## src/rtl/seven_seg_scan_controller.sv

```systemverilog
// Multiplexed common-anode seven-segment scan controller with double-buffered display data.
// Optional build macro LEADING_ZERO_BLANK_EN suppresses anodes of leading zero digits.
module seven_seg_scan_controller #(
    parameter int NUM_DIGITS   = 4,
    parameter int REFRESH_DIV  = 50000,
    parameter int BLANK_CYCLES = 100
) (
    input  logic                    clk,
    input  logic                    rst_n,
    input  logic                    enable,
    input  logic                    load,
    input  logic [4*NUM_DIGITS-1:0] data_in,
    input  logic [NUM_DIGITS-1:0]   dp_in,
    output logic                    load_ack,
    output logic [3:0]              hex_out,
    output logic [NUM_DIGITS-1:0]   an,
    output logic                    dp_n,
    output logic                    frame_tick
);

    localparam int DW = (NUM_DIGITS > 1) ? $clog2(NUM_DIGITS) : 1;
    localparam int CW = (REFRESH_DIV > 1) ? $clog2(REFRESH_DIV) : 1;
    localparam logic [CW-1:0] CNT_LAST   = CW'(REFRESH_DIV - 1);
    localparam logic [CW-1:0] BLANK_LAST = CW'(BLANK_CYCLES - 1);
    localparam logic [DW-1:0] IDX_LAST   = DW'(NUM_DIGITS - 1);

    typedef enum logic [1:0] {IDLE, BLANK, DRIVE} state_t;

    state_t                  state, state_n;
    logic [DW-1:0]           idx, idx_n;
    logic [CW-1:0]           cnt, cnt_n;
    logic [4*NUM_DIGITS-1:0] stg_data, stg_data_n, shd_data, shd_data_n;
    logic [NUM_DIGITS-1:0]   stg_dp, stg_dp_n, shd_dp, shd_dp_n;
    logic                    pending, pending_n;
    logic                    ack_n, tick_n, dp_n_n;
    logic [3:0]              hex_n;
    logic [NUM_DIGITS-1:0]   an_n;
    logic                    boundary, xfer_ok;

    // Next-state, buffer transfer and scan sequencing
    always_comb begin
        state_n    = state;
        idx_n      = idx;
        cnt_n      = cnt;
        stg_data_n = stg_data;
        stg_dp_n   = stg_dp;
        shd_data_n = shd_data;
        shd_dp_n   = shd_dp;
        pending_n  = pending;
        ack_n      = 1'b0;

        boundary = (state == DRIVE) && (cnt == CNT_LAST) && (idx == IDX_LAST);
        xfer_ok  = boundary || (state == IDLE);

        // A load that coincides with a transfer opportunity supersedes any staged data.
        if (xfer_ok && load) begin
            shd_data_n = data_in;
            shd_dp_n   = dp_in;
            pending_n  = 1'b0;
            ack_n      = 1'b1;
        end else if (xfer_ok && pending) begin
            shd_data_n = stg_data;
            shd_dp_n   = stg_dp;
            pending_n  = 1'b0;
            ack_n      = 1'b1;
        end else if (load) begin
            stg_data_n = data_in;
            stg_dp_n   = dp_in;
            pending_n  = 1'b1;
        end

        if (!enable) begin
            state_n = IDLE;
            idx_n   = '0;
            cnt_n   = '0;
        end else begin
            case (state)
                IDLE: begin
                    state_n = BLANK;
                    idx_n   = '0;
                    cnt_n   = '0;
                end
                BLANK: begin
                    cnt_n = cnt + 1'b1;
                    if (cnt == BLANK_LAST) state_n = DRIVE;
                end
                DRIVE: begin
                    if (cnt == CNT_LAST) begin
                        state_n = BLANK;
                        cnt_n   = '0;
                        idx_n   = (idx == IDX_LAST) ? '0 : idx + 1'b1;
                    end else begin
                        cnt_n = cnt + 1'b1;
                    end
                end
                default: begin
                    state_n = IDLE;
                    idx_n   = '0;
                    cnt_n   = '0;
                end
            endcase
        end
    end

`ifdef LEADING_ZERO_BLANK_EN
    // lz[i] is set when digits i..NUM_DIGITS-1 of the next shadow word are all zero.
    logic [NUM_DIGITS-1:0] lz;
    always_comb begin
        logic acc;
        acc = 1'b1;
        lz  = '0;
        for (int i = NUM_DIGITS - 1; i >= 0; i--) begin
            acc   = acc && (shd_data_n[4*i +: 4] == 4'h0);
            lz[i] = acc;
        end
    end
`endif

    // Outputs are decoded from next-state values so the registered pins line up with the state.
    always_comb begin
        hex_n  = 4'h0;
        an_n   = '1;
        dp_n_n = 1'b1;
        tick_n = (state_n == DRIVE) && (cnt_n == CNT_LAST) && (idx_n == IDX_LAST);
        for (int i = 0; i < NUM_DIGITS; i++) begin
            if (idx_n == DW'(i)) begin
                hex_n = shd_data_n[4*i +: 4];
                if (state_n == DRIVE) begin
                    dp_n_n = ~shd_dp_n[i];
`ifdef LEADING_ZERO_BLANK_EN
                    an_n[i] = (i != 0) && lz[i];
`else
                    an_n[i] = 1'b0;
`endif
                end
            end
        end
    end

    always_ff @(posedge clk or negedge rst_n) begin
        if (!rst_n) begin
            state      <= IDLE;
            idx        <= '0;
            cnt        <= '0;
            stg_data   <= '0;
            stg_dp     <= '0;
            shd_data   <= '0;
            shd_dp     <= '0;
            pending    <= 1'b0;
            load_ack   <= 1'b0;
            hex_out    <= 4'h0;
            an         <= '1;
            dp_n       <= 1'b1;
            frame_tick <= 1'b0;
        end else begin
            state      <= state_n;
            idx        <= idx_n;
            cnt        <= cnt_n;
            stg_data   <= stg_data_n;
            stg_dp     <= stg_dp_n;
            shd_data   <= shd_data_n;
            shd_dp     <= shd_dp_n;
            pending    <= pending_n;
            load_ack   <= ack_n;
            hex_out    <= hex_n;
            an         <= an_n;
            dp_n       <= dp_n_n;
            frame_tick <= tick_n;
        end
    end

endmodule
```

## config.mk

```make
export PLATFORM = sky130hd
export DESIGN_NAME = seven_seg_scan_controller
export DESIGN_NICKNAME = d
export VERILOG_FILES = /design/src/rtl/seven_seg_scan_controller.sv
export SDC_FILE = /design/constraint.sdc
export NUM_CORES = 1
export LEC_CHECK = 0
export CAP_MARGIN = 20
export CORE_UTILIZATION = 44
export CTS_BUF_LIST = sky130_fd_sc_hd__clkbuf_16
export DETAILED_ROUTE_END_ITERATION = 16
export GPL_TIMING_DRIVEN = 0
export HOLD_SLACK_MARGIN = 0.08
export PLACE_DENSITY = 0.66
export REMOVE_ABC_BUFFERS = 1
export SYNTH_ARGS = -nofsm -noshare
export SYNTH_HDL_FRONTEND = slang
export SYNTH_SLANG_ARGS = --single-unit
```

## constraint.sdc

```tcl
create_clock -name clk -period 5 [get_ports clk]
set_clock_uncertainty 0.2 [all_clocks]
set_input_delay 1 -clock clk [delete_from_list [all_inputs] [get_ports clk]]
set_output_delay 1 -clock clk [all_outputs]
set_load 0.01 [all_outputs]
```

==> results of run 1 <==
==> worst paths after layout <==
kind	from	to	slack [ps]
max	cnt[0]$_DFF_PN0_	stg_data[8]$_DFFE_PN0P_	1200
min reg2reg	shd_data[14]$_DFF_PN0_	shd_data[14]$_DFF_PN0_	310
max reg2reg	cnt[0]$_DFF_PN0_	stg_data[8]$_DFFE_PN0P_	1200
min in group asynchronous	rst_n	cnt[10]$_DFF_PN0_	400
max in group asynchronous	rst_n	an[3]$_DFF_PN1_	3610
min	shd_data[14]$_DFF_PN0_	shd_data[14]$_DFF_PN0_	310
==> kinds of logic (layout without fill, tap and decap cells) <==
family / count (synthesis) / in the layout / synth area share, %
and+or+nand+nor: 138 / 138 / 20.0
DFF: 72 / 72 / 52.2
AOI/OAI and AO/OA: 44 / 44 / 10.6
muxes: 25 / 25 / 8.09
buffers and inverters: 22 / 62 / 2.89
adders and majority gates: 6 / 6 / 2.17
xor gates and xnor gates: 16 / 16 / 4.04
==> state kept, by name, summed over array words and instances, names as in the netlist <==
register	count
load_ack	1
cnt	16
hex_out	4
stg_dp	4
frame_tick	1
state	2
stg_data	16
dp_n	1
pending	1
idx	2
shd_dp	4
an	4
shd_data	16
==> power by group <==
part	internal (mW)	total [mW]	switching (mW)
logic	0.0913	0.184	0.0923
registers	0.653	0.686	0.0331
clock network	0.433	0.676	0.243
total	1.18	1.55	0.369
==> cell type report <==
class	count	area, um^2	share of cell area [%]
clock buffers	9	225	5.33
clock inverters	7	87.6	2.07
inverters	9	37.5	0.888
multi-input cells	229	1560	36.8
flip-flops and latches	72	1810	42.8
well taps	99	124	2.93
repair buffers	37	388	9.18
==> cell usage in the layout (no fill, tap or decap), types with 3 or more instances in the layout <==
master,n
clkinv_2,4
nor3_1,3
a22oi_1,4
a32oi_1,15
xnor2_1,7
mux2_2,20
and2_1,3
nor2_1,30
mux2i_1,4
a21oi_1,4
nand3_1,40
dfrtp_1,67
xor2_1,9
nand2_2,3
clkbuf_16,9
nand2_1,35
and3_1,5
inv_1,8
nand4_1,3
clkdlybuf4s50_1,33
a22o_1,4
dfstp_2,5
o21ai_0,4
ha_1,6
==> per-stage QoR <==
stage | power (mW) | utilization (%) | hold WS (ps) | setup slack, ps
3_3_place_gp | 0.867 | 51.9 | 285 | 216
2_1_floorplan | 0.794 | - | 269 | 1880
4_1_cts | 1.56 | 56.8 | 305 | 1150
6_report | 1.55 | 56.8 | 305 | 1200
5_1_grt | 1.61 | 56.8 | 323 | 935
3_5_place_dp | 0.880 | 52.6 | 290 | 1140
==> worst max-delay path: stages, from the launching register on <==
cell and delay, ps:
dfrtp_1 400, ha_1 280, or3b_2 500, nor4_4 540, a31oi_2 450, nand2_1 870
mux2_2 430
==> routing by layer <==
metal	GRT usage, %	wire (um)
met3	4.80	264
met2	28.4	3340
met1	29.1	3700
met4	8.20	117
met5	0	0
==> flow_metrics.env, run 1 <==
export IMPL_grt_setup_unrepaired="no"
export IMPL_ctsRootBufferMaster="clkbuf_16"
export IMPL_port_buffers=34
export IMPL_final_layout_size_suffix_gt1_share_pct=16.5
export IMPL_fillers=639
export IMPL_postSynth_asyncResetShare_pct=100
export IMPL_synth_flop_cell="dfrtp_1"
export IMPL_fin_area_mm2=0.00423
export IMPL_fp_row_count=31
export IMPL_grt_start_max_net_pins=45
export IMPL_ys_seq_elements=72
export IMPL_avgSynthCellArea_um2=10.7
export IMPL_coreArea_mm2=0.00745
export IMPL_slew_headroom_pct=35.8
export IMPL_finalHoldViolCount=0
export IMPL_yosys_top_cells_count="67 x dfrtp_1, 40 x nand3_1, 35 x nand2_1, 30 x nor2_1, 20 x mux2_2"
export IMPL_clk_latency_ps=330
export IMPL_syn2layout_area_growth_pct=22.0
export IMPL_synthDistinctLibCells=51
export IMPL_end_kind="register"
export IMPL_synthTopCellsByArea="dfrtp_1 48%, mux2_2 6.5%, nand3_1 5.8%"
export IMPL_diodes=0
export IMPL_status="completed"
export IMPL_cts_tree="yes"
export IMPL_numCtsBuffers=9
export IMPL_critPathKind="reg -> reg"
export IMPL_drcViolationCount=0
export IMPL_fp_dieW_um=90.7
export IMPL_dp_cells=446
export IMPL_crit_path_start_kind="register"
export IMPL_tightestPinTransition_ps=961
export IMPL_netlist_instances=323
export IMPL_timing_final_crit_period_ps=3800
export IMPL_ff2ff_path_depth=6
export IMPL_max_freq_mhz=263
export IMPL_synthesis_area_mm2=0.00346
export IMPL_layout_nets=388
export IMPL_slew_violations=0
export IMPL_cellLeakagePower_nw=1.77
export IMPL_gp_congestion=0.814
export IMPL_antenna_found_initial=0
export IMPL_p_per_area_mw_per_mm2=366
export IMPL_dp_hpwl_um=4960
export IMPL_final_setup_viol_count=0
export IMPL_instances_no_fill=462
export IMPL_hold_depth=2
export IMPL_synth_top_area_share_pct=48.4
export IMPL_grt_pass1_vias=2619
export IMPL_worstPathMaxFanout=20
export IMPL_worstPathRequired_ps=5010
export IMPL_die_area_mm2=0.00823
export IMPL_postCtsSetupBuffers=0
export IMPL_grt_overflow=0
export IMPL_drt_iter0_markers=122
export IMPL_cts_resized_gates=0
export IMPL_yosysMostFrequentCell="dfrtp_1"
export IMPL_ys_seq_area_share_pct=52.2
export IMPL_tns_ps=0
export IMPL_cts_sinks=72
export IMPL_vias_per_cell=5.56
export IMPL_post_route_period_util_pct=76.0
export IMPL_postCtsHoldBufs=0
export IMPL_placed_area_mm2=0.00391
export IMPL_clock_path_buffers=2
export IMPL_htreeDepth=3
export IMPL_first_pass_iters=4
export IMPL_ant_nets=0
export IMPL_wl_per_cell_um=16.1
export IMPL_yosysWarnings=0
export IMPL_arrival_ps=3800
export IMPL_yosysTopAreaCell="dfrtp_1"
export IMPL_pin_count=35
export IMPL_grt_pass1_wl_um=13000
export IMPL_maxCapViolCount=0
export IMPL_track_usage_pct=20.0
export IMPL_via_count=2567
export IMPL_routed_wirelength_um=7420
export IMPL_irDropWorstVdd_v=0.000206
export IMPL_die_height_um=90.7
export IMPL_synth_edf_count=0
export IMPL_initial_core_util_pct=46.5
export IMPL_hp_class="reg -> reg"
export IMPL_clkTransAtPathRegs_ps=60
No activity file was read; power rests on OpenSTA's default activity.
==> run 2, diff against run 1 <==
==> constraint.sdc (replaced) <==
create_clock -name clk -period 3.55 [get_ports clk]
set_clock_uncertainty 0.2 [all_clocks]
set_input_delay 0.71 -clock clk [delete_from_list [all_inputs] [get_ports clk]]
set_output_delay 0.71 -clock clk [all_outputs]
set_load 0.01 [all_outputs]
==> run 2 against run 1 <==
Net effect:
- cell count increased by 0.87%
- setup slack got worse by 950 ps
- maximum frequency is 15% higher
- sequential power grew 41%
- hold slack got worse by 200 ps
- via count increased by 1.4%
- register-to-register slack worse by 950 ps
- core utilization rose by 0.64 points
- total power up 41%
- global-route usage is 0.091 points lower
- sequential share of layout area fell by 0.48 points
- critical path type unchanged
- critical endpoint is now dp_n$_DFF_PN1_
- largest cell class unchanged
- largest power group unchanged
==> flow_metrics.env, run 2 (synthesis gave the netlist of run 1 again) <==
export IMPL_status="completed"
export IMPL_ant_nets=0
export IMPL_cts_tree="yes"
export IMPL_r2r_setup_slack_ps=250
export IMPL_mostFrequentLayoutCells="67 x dfrtp_1, 40 x nand3_1, 34 x nand2_1"
export IMPL_grt_overflow=0
export IMPL_fin_ws_ps=253
export IMPL_slew_violations=0
export IMPL_p_per_area_mw_per_mm2=510
export IMPL_via_count=2603
export IMPL_antenna_found_initial=0
export IMPL_comb_power_share_pct=12.0
export IMPL_intPower_mw=1.66
export IMPL_crit_start="cnt[0]$_DFF_PN0_"
export IMPL_coreArea_mm2=0.00745
export IMPL_p_switching_uw=522
export IMPL_grt_pass1_vias=2618
export IMPL_hp_class="in -> async"
export IMPL_top_regs="cnt (16), shd_data (16), stg_data (16)"
export IMPL_max_freq_mhz=303
export IMPL_pin_count=35
export IMPL_first_pass_iters=4
export IMPL_numCtsBuffers=9
export IMPL_ff2ff_path_depth=10
export IMPL_postCtsHoldBufs=0
export IMPL_tightestPinTransition_ps=1060
export IMPL_critPathKind="reg -> reg"
export IMPL_initial_core_util_pct=46.5
export IMPL_layout_nets=392
export IMPL_track_usage_pct=19.9
export IMPL_ctsRootBufferMaster="clkbuf_16"
export IMPL_drt_iter0_markers=123
export IMPL_crit_path_start_kind="register"
export IMPL_htreeDepth=3
export IMPL_grt_pass1_wl_um=12900
export IMPL_port_buffers=34
export IMPL_seqPwrFrac_pct=44.3
export IMPL_grt_start_max_net_pins=45
export IMPL_clk_latency_ps=330
export IMPL_final_common_cell="dfrtp_1"
export IMPL_clock_power_share_pct=43.7
export IMPL_gp_congestion=0.814
export IMPL_cellLeakagePower_nw=1.80
export IMPL_clkTransAtPathRegs_ps=60
export IMPL_reg2reg_to="dp_n$_DFF_PN1_"
export IMPL_final_setup_viol_count=0
export IMPL_dp_hpwl_um=4960
export IMPL_end_kind="register"
export IMPL_post_route_period_util_pct=92.9
export IMPL_die_height_um=90.7
export IMPL_fillers=635
export IMPL_arrival_ps=3350
export IMPL_worstPathMaxFanout=7
export IMPL_diodes=0
export IMPL_place_ws_ps=-306
export IMPL_die_area_mm2=0.00823
export IMPL_routed_wirelength_um=7700
export IMPL_drcViolationCount=0
export IMPL_worstPathRequired_ps=3610
export IMPL_final_layout_size_suffix_gt1_share_pct=17.7
export IMPL_syn2layout_area_growth_pct=23.4
export IMPL_maxCapViolCount=0
export IMPL_timing_hold_ws_ps=108
export IMPL_r2r_start="cnt[0]$_DFF_PN0_"
export IMPL_fp_row_count=31
export IMPL_clock_path_buffers=2
export IMPL_irDropWorstVdd_v=0.000277
export IMPL_p_total_mw=2.18
export IMPL_finalHoldViolCount=0
export IMPL_grt_setup_unrepaired="no"
export IMPL_cts_sinks=72
export IMPL_wl_per_cell_um=16.5
export IMPL_crit_end="dp_n$_DFF_PN1_"
export IMPL_vias_per_cell=5.59
export IMPL_switching_share_pct=23.9
export IMPL_timing_final_crit_period_ps=3300
export IMPL_fp_dieW_um=90.7
export IMPL_slew_headroom_pct=28.9
## run 2: changes by cell type in the layout (fill, tap and decap cells not counted), sizes merged
cell | before | now
buf | 4 | 7
a31o | 2 | 3
## run 2: metal layers
metal	part of all wire [%]	GRT usage (%)	vias up	routed length, um
met4	1.6	8.20	0	126
met2	45	28.4	64	3470
li1	-	-	1248	-
met3	4.8	4.80	8	372
met5	0	0	-	0
met1	48	28.8	1283	3740
## run 2: repair_timing
action / CTS / global route
pin swaps: 0 / 2
cloned: 0 / 1
gates resized for setup: 3 / 0
endpoints found under the setup margin: 22 / 25
buffers inserted: 0 / 3
## run 2: power by group through the flow
stage                     Clock, mW  Sequential (mW)  Combinational (mW)
after floorplan                   0            0.972               0.146
after global placement            0            0.976               0.246
after detailed placement          0            0.979               0.259
after CTS                     0.969            0.966               0.263
after global routing           1.01            0.976               0.292
final                         0.953            0.966               0.263
## run 2: cell type report
| class | instances | area (um^2) | area share [%] |
|---|---|---|---|
| Clock buffer | 9 | 225 | 5.27 |
| Clock inverter | 7 | 87.6 | 2.05 |
| Inverter | 9 | 37.5 | 0.878 |
| Multi-Input combinational cell | 230 | 1580 | 37.0 |
| Sequential cell | 72 | 1810 | 42.3 |
| Tap cell | 99 | 124 | 2.90 |
| Timing Repair Buffer | 40 | 410 | 9.60 |
## run 2: worst max-delay path, stage by stage, from the launching register on
cell and delay, ps:
dfrtp_1 400, ha_1 280, or3b_2 500, nor4_4 250
buf_4 200, mux2_4 320, a41oi_4 280, clkinv_2 120
nor2_1 400, a22o_1 220, o21ai_1 70
## run 2: worst min-delay path by stage
stage | cells past startpoint | startpoint | slack, ps | endpoint
finish | 1 | rst_n | 110 | cnt[10]$_DFF_PN0_
floorplan | 0 | rst_n | 210 | cnt[0]$_DFF_PN0_
detailed placement | 2 | shd_dp[2]$_DFF_PN0_ | 290 | shd_dp[2]$_DFF_PN0_
CTS | 1 | rst_n | 110 | cnt[10]$_DFF_PN0_
global route | 1 | rst_n | 130 | cnt[10]$_DFF_PN0_
global placement | 2 | shd_data[14]$_DFF_PN0_ | 290 | shd_data[14]$_DFF_PN0_
## run 2: through the flow
step                area [um^2]  TNS (ps)  util, %  cells
finish                     4270         0     57.4    466
global route               4270         0     57.4    466
global placement           3870    -68500     51.9    443
CTS                        4240         0     57.0    462
floorplan                  3400         0        -    310
detailed placement         3910     -5940     52.6    446
==> run 3, diff against run 2 <==
--- a/config.mk
+++ b/config.mk
@@ -6,13 +6,14 @@
 export NUM_CORES = 1
 export LEC_CHECK = 0
 export CAP_MARGIN = 20
-export CORE_UTILIZATION = 44
+export CORE_UTILIZATION = 51
 export CTS_BUF_LIST = sky130_fd_sc_hd__clkbuf_16
 export DETAILED_ROUTE_END_ITERATION = 16
 export GPL_TIMING_DRIVEN = 0
 export HOLD_SLACK_MARGIN = 0.08
-export PLACE_DENSITY = 0.66
+export PLACE_DENSITY = 0.75
 export REMOVE_ABC_BUFFERS = 1
+export SKIP_CTS_REPAIR_TIMING = 1
 export SYNTH_ARGS = -nofsm -noshare
 export SYNTH_HDL_FRONTEND = slang
 export SYNTH_SLANG_ARGS = --single-unit
==> constraint.sdc (replaced) <==
create_clock -name clk -period 3.9 [get_ports clk]
set_clock_uncertainty 0.2 [all_clocks]
set_input_delay 0.78 -clock clk [delete_from_list [all_inputs] [get_ports clk]]
set_output_delay 0.78 -clock clk [all_outputs]
set_load 0.01 [all_outputs]
==> run 3 against run 2 <==
Net effect:
- sequential power is 8.5% lower
- cell count is 5.8% lower
- combinational power is 13% lower
- setup slack better by 13 ps
- clock power is 25% lower
- core utilization is 6.3 points higher
- count of clock-buffer cells in the layout stayed put
- critical path depth is 2 lower
- first-iteration DRC count is 25% higher
- register-to-register slack hardly changed
- cell area is 3.7% lower
- critical endpoint is now hex_out[1]$_DFF_PN0_
- largest cell class unchanged
- largest power group unchanged
==> flow_metrics.env, run 3 (synthesis gave the netlist of run 1 again) <==
export IMPL_coreArea_mm2=0.00646
export IMPL_r2r_setup_slack_ps=270
export IMPL_gp_congestion=0.780
export IMPL_crit_start="cnt[0]$_DFF_PN0_"
export IMPL_fp_row_count=29
export IMPL_antenna_found_initial=0
export IMPL_clock_path_buffers=2
export IMPL_final_common_cell="dfrtp_1"
export IMPL_cts_sinks=72
export IMPL_slew_headroom_pct=34.7
export IMPL_met2_usage_pct=37.0
export IMPL_vias_per_cell=5.90
export IMPL_slew_violations=0
export IMPL_top_regs="cnt (16), shd_data (16), stg_data (16)"
export IMPL_ff2ff_path_depth=8
export IMPL_die_height_um=84.4
export IMPL_final_layout_size_suffix_gt1_share_pct=15.7
export IMPL_grt_busiest_layer="met2"
export IMPL_syn2layout_area_growth_pct=18.8
export IMPL_wl_per_cell_um=16.9
export IMPL_crit_path_start_kind="register"
export IMPL_arrival_ps=3640
export IMPL_diodes=0
export IMPL_tightestPinTransition_ps=977
export IMPL_clk_latency_ps=330
export IMPL_clkTransAtPathRegs_ps=50
export IMPL_end_kind="register"
export IMPL_p_per_area_mw_per_mm2=443
export IMPL_post_route_period_util_pct=93.2
export IMPL_p_total_mw=1.82
export IMPL_grt_pass1_wl_um=12600
export IMPL_grt_start_max_net_pins=73
export IMPL_cellLeakagePower_nw=1.73
export IMPL_mostFrequentLayoutCells="67 x dfrtp_1, 40 x nand3_1, 34 x nand2_1"
export IMPL_fillers=531
export IMPL_layout_nets=387
export IMPL_timing_hold_ws_ps=304
export IMPL_hp_class="reg -> reg"
export IMPL_cts_tree="yes"
export IMPL_first_pass_iters=5
export IMPL_reg2reg_to="hex_out[1]$_DFF_PN0_"
export IMPL_status="completed"
export IMPL_crit_end="hex_out[1]$_DFF_PN0_"
export IMPL_ant_nets=0
export IMPL_irDropWorstVdd_v=0.000298
export IMPL_port_buffers=34
export IMPL_drcViolationCount=0
export IMPL_r2r_start="cnt[0]$_DFF_PN0_"
export IMPL_finalHoldViolCount=0
export IMPL_regArea_mm2=0.00181
export IMPL_worstPathRequired_ps=3910
export IMPL_via_count=2588
export IMPL_htreeDepth=3
export IMPL_pin_count=35
export IMPL_worstPathMaxFanout=34
export IMPL_ctsRootBufferMaster="clkbuf_16"
export IMPL_final_setup_viol_count=0
export IMPL_die_area_mm2=0.00713
export IMPL_timing_final_crit_period_ps=3630
export IMPL_critPathKind="reg -> reg"
export IMPL_track_usage_pct=22.7
export IMPL_tns_ps=0
export IMPL_grt_setup_unrepaired="no"
export IMPL_dp_hpwl_um=4690
export IMPL_routed_wirelength_um=7400
export IMPL_grt_pass1_vias=2612
export IMPL_gr_usage_met1_pct=29.8
export IMPL_grt_overflow=0
export IMPL_maxCapViolCount=0
export IMPL_drt_iter0_markers=154
export IMPL_max_freq_mhz=275
export IMPL_multiInputGateArea_mm2=0.00156
export IMPL_grtUsageMet3_pct=5.80
export IMPL_numCtsBuffers=9
export IMPL_initial_core_util_pct=53.6
export IMPL_fp_dieW_um=84.4
run 3: changes by cell type in the layout (fill, tap and decap cells not counted), sizes merged:
| cell | change |
|---|---|
| inv | +2 |
| clkinvlp | +1 |
| a31o | -1 |
| clkinv | -1 |
| bufinv | -2 |
| buf | -4 |
run 3: worst min path at each step:
stage | startpoint | depth (start not counted) | slack [ps] | end
after CTS | shd_dp[2]$_DFF_PN0_ | 2 | 300 | shd_dp[2]$_DFF_PN0_
after global placement | shd_data[5]$_DFF_PN0_ | 2 | 290 | shd_data[5]$_DFF_PN0_
after floorplan | shd_dp[2]$_DFF_PN0_ | 2 | 270 | shd_dp[2]$_DFF_PN0_
final | stg_dp[1]$_DFFE_PN0P_ | 1 | 300 | stg_dp[1]$_DFFE_PN0P_
after global routing | shd_data[14]$_DFF_PN0_ | 2 | 320 | shd_data[14]$_DFF_PN0_
after detailed placement | shd_dp[2]$_DFF_PN0_ | 2 | 290 | shd_dp[2]$_DFF_PN0_
run 3: critical path, cell delays in order (launching register included):
cell     delay (ps)
dfrtp_1         410
ha_1            270
or3b_2          490
nor4_4          520
a31o_2          710
nand2_2         240
mux2i_1         200
a21oi_1         120
a221o_1         340
run 3: metrics by stage:
step           instance area (um^2)  cells  worst slack [ps]  util, %
2_1_floorplan                  3400    310               779        -
3_3_place_gp                   3840    421              -568     59.4
4_1_cts                        4110    438               133     63.6
3_5_place_dp                   3850    422               143     59.6
5_1_grt                        4120    439              2.92     63.7
6_report                       4120    439               266     63.7
run 3: area by class of cell:
cell class,count,area share [%]
flip-flops and latches,72,43.9
multi-input cells,229,37.9
repair buffers,36,8.67
clock buffers,9,5.47
well taps,77,2.34
inverters,9,0.912
clock inverters,7,0.791
run 3: power breakdown:
part	total (mW)	switching (mW)	internal [mW]
sequential	0.884	0.0462	0.837
combinational	0.230	0.117	0.114
clock	0.710	0.292	0.418
run 3: per-layer routing:
layer / wire length (um) / vias to the layer above
li1: - / 1240
met1: 3450 / 1284
met2: 3590 / 54
met3: 251 / 10
met4: 109 / 0
met5: 0 / -
